==> src/rtl/button_conditioner.sv <==
// Button front-end: sync, debounce and press-pulse for four panel buttons.
// Optional mode/stage auto-repeat is built only when BTN_REPEAT_EN is defined.
//
// Ports:
//   clk, rst_n               clock, async active-low reset
//   power/pause/mode/stage_raw  raw active-high buttons (asynchronous)
//   power/pause/mode/stage_button  one-cycle press pulses
//   btn_level[3:0]           debounced levels {power,pause,mode,stage}
module button_conditioner #(
  parameter int DEBOUNCE_CYCLES = 4,
  parameter int HOLD_CYCLES     = 16,
  parameter int REPEAT_CYCLES   = 8
) (
  input  logic       clk,
  input  logic       rst_n,
  input  logic       power_raw,
  input  logic       pause_raw,
  input  logic       mode_raw,
  input  logic       stage_raw,
  output logic       power_button,
  output logic       pause_button,
  output logic       mode_button,
  output logic       stage_button,
  output logic [3:0] btn_level
);

  localparam int CW = $clog2(DEBOUNCE_CYCLES + 1);
  localparam logic [CW-1:0] CNT_LAST = CW'(DEBOUNCE_CYCLES - 1);

  if (DEBOUNCE_CYCLES < 2 || REPEAT_CYCLES < 1 ||
      REPEAT_CYCLES > HOLD_CYCLES) begin : g_bad_params
    $error("button_conditioner: illegal parameters");
  end

  logic [3:0]    raw;
  logic [3:0]    s1;
  logic [3:0]    s2;
  logic [3:0]    stable;
  logic [3:0]    stable_nxt;
  logic [3:0]    pulse;
  logic [3:0]    pulse_nxt;
  logic [3:0]    rep_hit;
  logic [CW-1:0] cnt     [4];
  logic [CW-1:0] cnt_nxt [4];

  assign raw = {power_raw, pause_raw, mode_raw, stage_raw};

  always_ff @(posedge clk or negedge rst_n) begin
    if (!rst_n) begin
      s1     <= '0;
      s2     <= '0;
      stable <= '0;
      pulse  <= '0;
      for (int i = 0; i < 4; i++) cnt[i] <= '0;
    end else begin
      s1     <= raw;
      s2     <= s1;
      stable <= stable_nxt;
      pulse  <= pulse_nxt;
      for (int i = 0; i < 4; i++) cnt[i] <= cnt_nxt[i];
    end
  end

  // Count consecutive mismatches; the count never passes CNT_LAST
  // because reaching it either accepts the level or gets cleared.
  always_comb begin
    stable_nxt = stable;
    for (int i = 0; i < 4; i++) begin
      cnt_nxt[i] = cnt[i];
      if (s2[i] == stable[i]) begin
        cnt_nxt[i] = '0;
      end else if (cnt[i] == CNT_LAST) begin
        stable_nxt[i] = s2[i];
        cnt_nxt[i]    = '0;
      end else begin
        cnt_nxt[i] = cnt[i] + CW'(1);
      end
    end
  end

  assign pulse_nxt = (stable_nxt & ~stable) | rep_hit;

`ifdef BTN_REPEAT_EN
  localparam int HW = $clog2(HOLD_CYCLES + 1);
  localparam logic [HW-1:0] HOLD_LAST = HW'(HOLD_CYCLES - 1);
  localparam logic [HW-1:0] RELOAD    =
    HW'(HOLD_CYCLES - REPEAT_CYCLES);

  // Hold timers for mode (1) and stage (0) only.
  logic [HW-1:0] hold     [2];
  logic [HW-1:0] hold_nxt [2];

  always_ff @(posedge clk or negedge rst_n) begin
    if (!rst_n) begin
      hold[0] <= '0;
      hold[1] <= '0;
    end else begin
      hold[0] <= hold_nxt[0];
      hold[1] <= hold_nxt[1];
    end
  end

  // Timer is 0 in the cycle after the press edge; hitting
  // HOLD_LAST fires a repeat and reloads so the next one is
  // REPEAT_CYCLES later.
  always_comb begin
    rep_hit = '0;
    for (int i = 0; i < 2; i++) begin
      hold_nxt[i] = hold[i];
      if (!stable[i]) begin
        hold_nxt[i] = '0;
      end else if (hold[i] == HOLD_LAST) begin
        rep_hit[i]  = 1'b1;
        hold_nxt[i] = RELOAD;
      end else begin
        hold_nxt[i] = hold[i] + HW'(1);
      end
    end
  end
`else
  assign rep_hit = '0;
`endif

  assign {power_button, pause_button,
          mode_button, stage_button} = pulse;
  assign btn_level = stable;

endmodule
==> config.mk <==
export PLATFORM = sky130hd
export DESIGN_NAME = button_conditioner
export DESIGN_NICKNAME = d
export VERILOG_FILES = /design/src/rtl/button_conditioner.sv
export SDC_FILE = /design/constraint.sdc
export NUM_CORES = 1
export LEC_CHECK = 0
export CAP_MARGIN = 10
export CORE_MARGIN = 2
export CORE_UTILIZATION = 40
export DETAILED_ROUTE_END_ITERATION = 8
export HOLD_SLACK_MARGIN = 0.06
export PLACE_DENSITY = 0.62
export SLEW_MARGIN = 20
export SYNTH_ARGS = -nofsm -noshare
export SYNTH_HDL_FRONTEND = slang
export SYNTH_SLANG_ARGS = --single-unit
==> constraint.sdc <==
create_clock -name clk -period 2.08 [get_ports clk]
set_clock_uncertainty 0.05 [all_clocks]
set_input_delay 0.208 -clock clk [delete_from_list [all_inputs] [get_ports clk]]
set_output_delay 0.208 -clock clk [all_outputs]
set_load 0.02 [all_outputs]
## Word level (Yosys, flattened, before mapping)

Index checks and enable logic that the tools add are counted.

- Register bits after elaboration: 28
- Bits of input ports: 6

- Add/sub/neg operators: 4
- Equal/unequal tests: 8
- Multiplexer cells: 16
- Bitwise logic cells: 2

Operators by type and width:

| operator | number |
|---|---|
| 3-bit 2-to-1 mux | 8 |
| 3-bit by 1-bit adder with 3-bit output, second input constant | 4 |
| 3-bit by 2-bit equality test with 1-bit output, second input constant | 4 |
| 1-bit 2-to-1 mux | 8 |
| 4-bit AND | 1 |
| 1-bit equality test | 4 |
| 4-bit NOT | 1 |

## Depth between registers and ports, before layout

Gate-level depths: netlist (run 1).

- Depth after elaboration: 4
- Mapped depth: 3
- Depth with buffers taken out: 3

## Worst setup path after synthesis (run 1)

OpenSTA, ideal clock, no wires.

- Path kind: flip-flop to flip-flop
- Start: register cnt[0] (netlist name)
- End: register stable[3], in the netlist btn_level[3]
- Setup time: 0.125 ns
- Arrival: 0.980 ns
- Path slack: 0.925 ns
- Stages on the path, launching flop included: 4
- Path buffers: 0
- Cell sequence: dfrtp_1 -> ha_1 -> nand2b_4 -> mux2_2

- Longest elaborated chain between the ends: 3

RTL lines:

| what | line | RTL |
|---|---|---|
| start: declaration | 43 | `logic [CW-1:0] cnt [4];` |
| 3-bit by 2-bit equality test with 1-bit output | 72 | `end else if (cnt[i] == CNT_LAST) begin` |
| 1-bit 2-to-1 mux | 72 |  |
| 1-bit 2-to-1 mux | 70 | `if (s2[i] == stable[i]) begin` |
| named net stable_nxt[3] | 39 | `logic [3:0] stable_nxt;` |
| end signal: assignment | 58 | `stable <= stable_nxt;` |
| end: declaration | 38 | `logic [3:0] stable;` |

The timed path passes the listed nets, and every way through them passes these cells.

## Worst setup path after layout (run 1)

- Start: register stable[3], in the netlist btn_level[3]
- End: output btn_level[3]

RTL lines:

| what | line | RTL |
|---|---|---|
| end: declaration | 24 | `output logic [3:0] btn_level` |

No word-level cell between the ends.

==> summary.md, run 1 <==
| Metric | Value |
|---|---|
| Status | `complete, no violations` |
| Design area | `1230 sq um` |
| RSZ-0062 raised after global routing | `false` |
| Synth warn | `0` |
| Mapped Area | `1000 sq um` |
| # IOs | `14` |
| CTS Hold Bufs | `0` |
| Max cap viols | `0` |
| Number of flops mapped to enable cells by yosys | `0` |
| Routed Antenna Nets | `0` |
| Share of cells above drive strength 1 | `20.5%` |
| Crit path buf inv count | `1` |
| Largest cells by area after synthesis | `dfrtp_1 (70%), nor3b_1 (6.7%), ha_1 (5.0%)` |
| Clock transition at the registers of the reported paths | `about 0.15 ns` |
| DR vias/cell | `4.68` |
| Avg Inst Size Synth | `16.7 sq um` |
| CP Data Arrival Time | `1.36 ns` |
| Tmin final | `1.62 ns` |
| Crit path largest cell delay | `0.62 ns` |
| Worst skew pair latency | `0.32 ns` |
| Final #Nets | `89` |
| Initial antenna violation count | `0` |
| Final setup TNS | `0 ns` |
| Power density over cell area | `1210 nW/um^2` |
| Synth top cells by count | `dfrtp_1 (28), nor3b_1 (9), ha_1 (4), mux2_2 (4), xnor2_1 (4)` |
| Vias in the first global route | `524` |
| Critical Path RT | `1.82 ns` |
| Post-synth ARST share | `100%` |
| Slew Viols, Final | `0` |
| Post-cts sizing count | `0` |
| Tot GR Track Use | `10.5%` |
| Largest net degree at the start of global routing | `29` |
| Final setup violation count | `0` |
| Initial Util | `between 40 and 50%` |
| Cts bufs inserted | `3` |
| First-pass DRT Iterations | `1` |
| Area after DPL | `1180 sq um` |
| Hold/Removal Path Class | `primary input to async pin` |
| Slew @ Worst Pin | `0.341 ns` |
| TritonCTS clock tree | `done` |
| Final hold violation count | `0` |
| Fmax | `between 0.6 and 0.7 GHz` |
| H-tree depth | `1` |
| Top cell type by total area after synthesis | `dfrtp_1` |
| Die area | `2930 sq um` |
| Peak VDD IR | `0.577 mV` |
| CTS max path bufs | `2` |
| Row Count | `18` |
| Clk root buf | `clkbuf_4` |
| First-pass GRT wire length | `roughly 2.1 mm` |
| Delay-heaviest family, CP | `buffers and inverters` |
| Placeable Area | `approximately 2400 sq um` |
| Critical setup path kind | `flop to output port` |
| Vias | `roughly 510` |
| Crit share post-route | `78.0%` |
| # port buffers | `13` |
| Post-CTS Setup Repair Bufs | `0` |
| CP Launch Type | `flop` |
| CP endpoint kind | `output port` |
| N_diodes | `0` |
| CP Cell Sequence | `clkdlybuf4s50_1` |
| Synthesized Nets | `70` |
| GRT Residual Overflow | `0` |
| Layout area overhead | `22.7%` |
| CP max FO | `4` |
| Wire per inst | `~11 um` |
| Height of the die | `54.1 um` |
| Sequential share of the synthesized area | `between 60 and 70%` |
| Placed wire-length estimate | `877 um` |
| Synth Flop Type | `dfrtp_1` |
| CTS sink cnt | `28` |
| Netlist cell types | `10` |
| Yosys top cell area share | `69.7%` |
| Gp weighted congestion | `0.607` |
| Synth Register Bits | `28` |
| Mapped Cells | `60` |
| Die X | `approximately 54 um` |
| DRC | `0` |
| Total routed wirelength | `1.22 mm` |
| DR iter-0 viols | `0` |
| Max stage delay cell, worst path | `clkdlybuf4s50_1` |
| P_leak | `0.553 nW` |
| Most common cell in the netlist | `dfrtp_1` |
| Slew HR | `slightly below 80%` |
report_power, final:
| group | internal [W] | switching (W) |
|---|---|---|
| combinational | 0.000233 | 0.000183 |
| clock | 0.000195 | 0.000151 |
| sequential | 0.000658 | 0.0000733 |
| total | 0.00109 | 0.000408 |
registers in the layout, indices dropped and copies added (netlist names):
register	count
pulse	4
s2	4
btn_level	4
cnt	12
s1	4
cells in the final DEF, fill, tap and decap left out:
cell	instances
buf_4	1
xnor2_1	4
mux2_2	4
dfrtp_1	28
bufinv_16	1
nand2b_4	1
clkdlybuf4s50_1	13
clkbuf_4	3
and3b_2	3
nor3_1	3
ha_1	4
nor2b_1	1
nor3b_1	9
nor2b_4	3
per-stage QoR:
stage	utilization, %	cells	setup slack (ns)	hold slack, ns	total power (W)
6_report	50.7	108	0.457	0.196	0.00149
5_1_grt	50.7	108	0.379	0.208	0.00159
4_1_cts	50.7	108	0.435	0.198	0.00152
3_5_place_dp	48.5	104	0.826	0.291	0.00117
3_3_place_gp	48.5	104	0.843	0.281	0.00115
2_1_floorplan	-	60	0.925	-0.138	0.00101
cell families after synthesis:
| kind of cell | share of synthesized area [%] |
|---|---|
| simple gates | 17.3 |
| fa+ha+maj | 4.98 |
| mux | 4.48 |
| flops | 69.7 |
| xor+xnor | 3.49 |
area by class of cell:
| class | instances | area [sq um] |
|---|---|---|
| Tap cell | 30 | 37.5 |
| Timing Repair Buffer | 14 | 138 |
| Clock inverter | 1 | 30.0 |
| Clock buffer | 3 | 22.5 |
| Multi-Input combinational cell | 32 | 304 |
| Sequential cell | 28 | 701 |
| Fill cell | 221 | 1200 |
metal layers:
metal / track usage [%] / wire, um / vias up
met5: 0 / 0 / -
met4: 6.25 / 10 / 0
met3: 2.50 / 56 / 2
met2: 16.1 / 568 / 10
met1: 13.4 / 586 / 251
li1: - / - / 242
path summary, 6_finish.rpt:
check / from / end / slack [ns] / cells after the start
setup / recovery: btn_level[3] / btn_level[3] / 0.46 / 1
hold / removal: rst_n / cnt[0] / 0.20 / 2
setup reg to reg: cnt[3] / btn_level[2] / 0.85 / 3
hold reg to reg: s1[2] / s2[2] / 0.32 / 0
max in group asynchronous: rst_n / s1[1] / 1.53 / 2
min in group clk: power_raw / s1[3] / 0.25 / 1
Power figures use the tool's default switching activity.
==> inputs of run 2 (changes only) <==
Settings changed: PLACE_DENSITY 0.62 to 0.65.
Clock period 2.08 ns to 1.45 ns, I/O delays scaled along.
==> run 2 against run 1 <==
Effect of this change: critical path depth unchanged; clock power shrank 14%; largest power group unchanged; highest routed layer unchanged; worst setup slack got worse by 0.29 ns; die area stayed put; combinational power is 32% higher; total power increased by 27%; via count shrank 0.20%; sequential share of layout area is 1.9 points higher; register-to-register slack lost 0.62 ns.
==> summary.md, run 2 (synthesis results as in run 1) <==
| Metric | Value |
|---|---|
| TritonCTS clock tree | `done` |
| Cts bufs inserted | `3` |
| DR top layer | `met4` |
| P_sw | `0.000570 W` |
| Delay-heaviest family, CP | `flip-flops` |
| WL met2 | `~540 um` |
| Post-route insts no fill | `roughly 110` |
| Slew @ Worst Pin | `0.339 ns` |
| # IOs | `14` |
| Final setup TNS | `0 ns` |
| Vias in the first global route | `534` |
| First-pass DRT Iterations | `1` |
| Hold/Removal Path Class | `primary input to async pin` |
| CP Launch Type | `flop` |
| Int Power | `0.00133 W` |
| Power density over cell area | `about 1600 nW/um^2` |
| Initial antenna violation count | `0` |
| Worst skew pair latency | `0.31 ns` |
| Post-CTS Setup Repair Bufs | `0` |
| Metal3 WL | `62 um` |
| Crit path largest cell delay | `0.42 ns` |
| CP Cell Sequence | `dlygate4sd2_1` |
| Slew Viols, Final | `0` |
| Placeable Area | `around 2400 sq um` |
| Wl on met1 | `594 um` |
| Reg2reg start | `cnt[6]` |
| Gp weighted congestion | `0.639` |
| Share of cells above drive strength 1 | `19.5%` |
| Vias | `504` |
| H-tree depth | `1` |
| Crit path from | `btn_level[1]` |
| Height of the die | `54.1 um` |
| Die area | `2930 sq um` |
| Fillcell total | `226` |
| Tmin final | `~1.3 ns` |
| Critical Path RT | `1.25 ns` |
| DP Worst Slack | `0.241 ns` |
| CTS sink cnt | `28` |
| Logic gate share of total power | `between 20% and 30%` |
| DR vias/cell | `~4.7` |
| Most frequent cells in the layout | `dfrtp_1 (28), nor3b_1 (9), dlygate4sd2_1 (8)` |
| Largest register by flop count | `cnt` |
| Final #Nets | `89` |
| Wire per inst | `11.4 um` |
| Status | `complete, no violations` |
| Row Count | `18` |
| Switching share of total power | `30.0%` |
| Worst setup margin | `0.169 ns` |
| Crit share post-route | `88.4%` |
| P_leak | `0.565 nW` |
| RSZ-0062 raised after global routing | `false` |
| Max reg flops | `12` |
| Routed Antenna Nets | `0` |
| Critical setup path kind | `flop to output port` |
| GRT Residual Overflow | `0` |
| Slew HR | `just under 80%` |
| # port buffers | `13` |
| Max stage delay cell, worst path | `dfrtp_1` |
| Layout area overhead | `18.7%` |
| Sequential Power Share | `55.3%` |
| Clk root buf | `clkbuf_4` |
| CTS max path bufs | `2` |
| Design area | `between 1000 and 1500 sq um` |
| Crit path buf inv count | `1` |
| Commonest non-fill, non-tap cell in the layout | `dfrtp_1` |
| Fmax | `0.780 GHz` |
| DRC | `0` |
| Tot GR Track Use | `11.7%` |
| Placed wire-length estimate | `~860 um` |
| Initial Util | `41.3%` |
| CP Data Arrival Time | `approximately 1.1 ns` |
| Die X | `54.1 um` |
| Peak VDD IR | `approximately 1.1 mV` |
| Clock transition at the registers of the reported paths | `0.13 ns` |
| Clk pwr share | `15.7%` |
| CP endpoint kind | `output port` |
| First-pass GRT wire length | `2.35 mm` |
| Tot Pwr | `0.00190 W` |
| N_diodes | `0` |
| Total routed wirelength | `1.22 mm` |
| Area after DPL | `between 1000 and 1500 sq um` |
| Final hold violation count | `0` |
| Placed cells | `between 100 and 150` |
| DR iter-0 viols | `0` |
| Largest net degree at the start of global routing | `29` |
| Max cap viols | `0` |
| Final setup violation count | `0` |
| CP max FO | `4` |
==> run 2: changes by cell type in the layout (fill, tap and decap cells not counted) <==
cell             before  now
dlygate4sd2_1         0    8
clkdlybuf4s50_1      13    5
bufinv_16             1    0
==> run 2: worst paths after layout <==
kind / end / slack [ns] / cells after the start
worst max-delay path: btn_level[1] / 0.17 / 1
worst min-delay path: s2[0] / 0.14 / 2
worst max register to register: btn_level[1] / 0.23 / 3
worst min register to register: s2[0] / 0.31 / 0
max in group asynchronous: cnt[6] / 0.96 / 2
min in group clk: s1[3] / 0.20 / 1
==> run 2: power by group through the flow <==
stage	clock network (W)	registers (W)	logic, W
after global placement	0	0.00106	0.000588
after floorplan	0	0.00113	0.000314
after detailed placement	0	0.00107	0.000608
final	0.000299	0.00105	0.000551
after global routing	0.000346	0.00108	0.000621
after CTS	0.000318	0.00106	0.000561
==> run 2: cell type report <==
type	instances	area, sq um	area share (%)
Multi-Input combinational cell	32	304	25.5
Clock buffer	3	22.5	1.89
Tap cell	30	37.5	3.15
Sequential cell	28	701	58.8
Timing Repair Buffer	14	128	10.7
==> run 2: routing by layer <==
metal  GRT usage (%)  up-vias
met3            3.33        2
met5               0        -
met2            17.5       14
met4            7.50        0
li1                -      242
met1            14.9      246
==> run 2: stage by stage <==
stage	util, %	hold WS, ns
finish	49.0	0.137
global route	49.0	0.142
CTS	49.0	0.140
detailed placement	48.5	0.285
global placement	48.5	0.283
floorplan	-	-0.201
==> run 2: repair_timing <==
action / in CTS / in global routing
hold endpoints to repair: 0 / 0
endpoints found under the setup margin: 8 / 0
hold buffers: 0 / 0
resized for setup: 8 / 0
==> inputs of run 3 (changes only) <==
Settings changed: HOLD_SLACK_MARGIN 0.06 to 0.08.
==> results of run 3 <==
No change in the layout: final DEF, timing and power equal those of run 2.
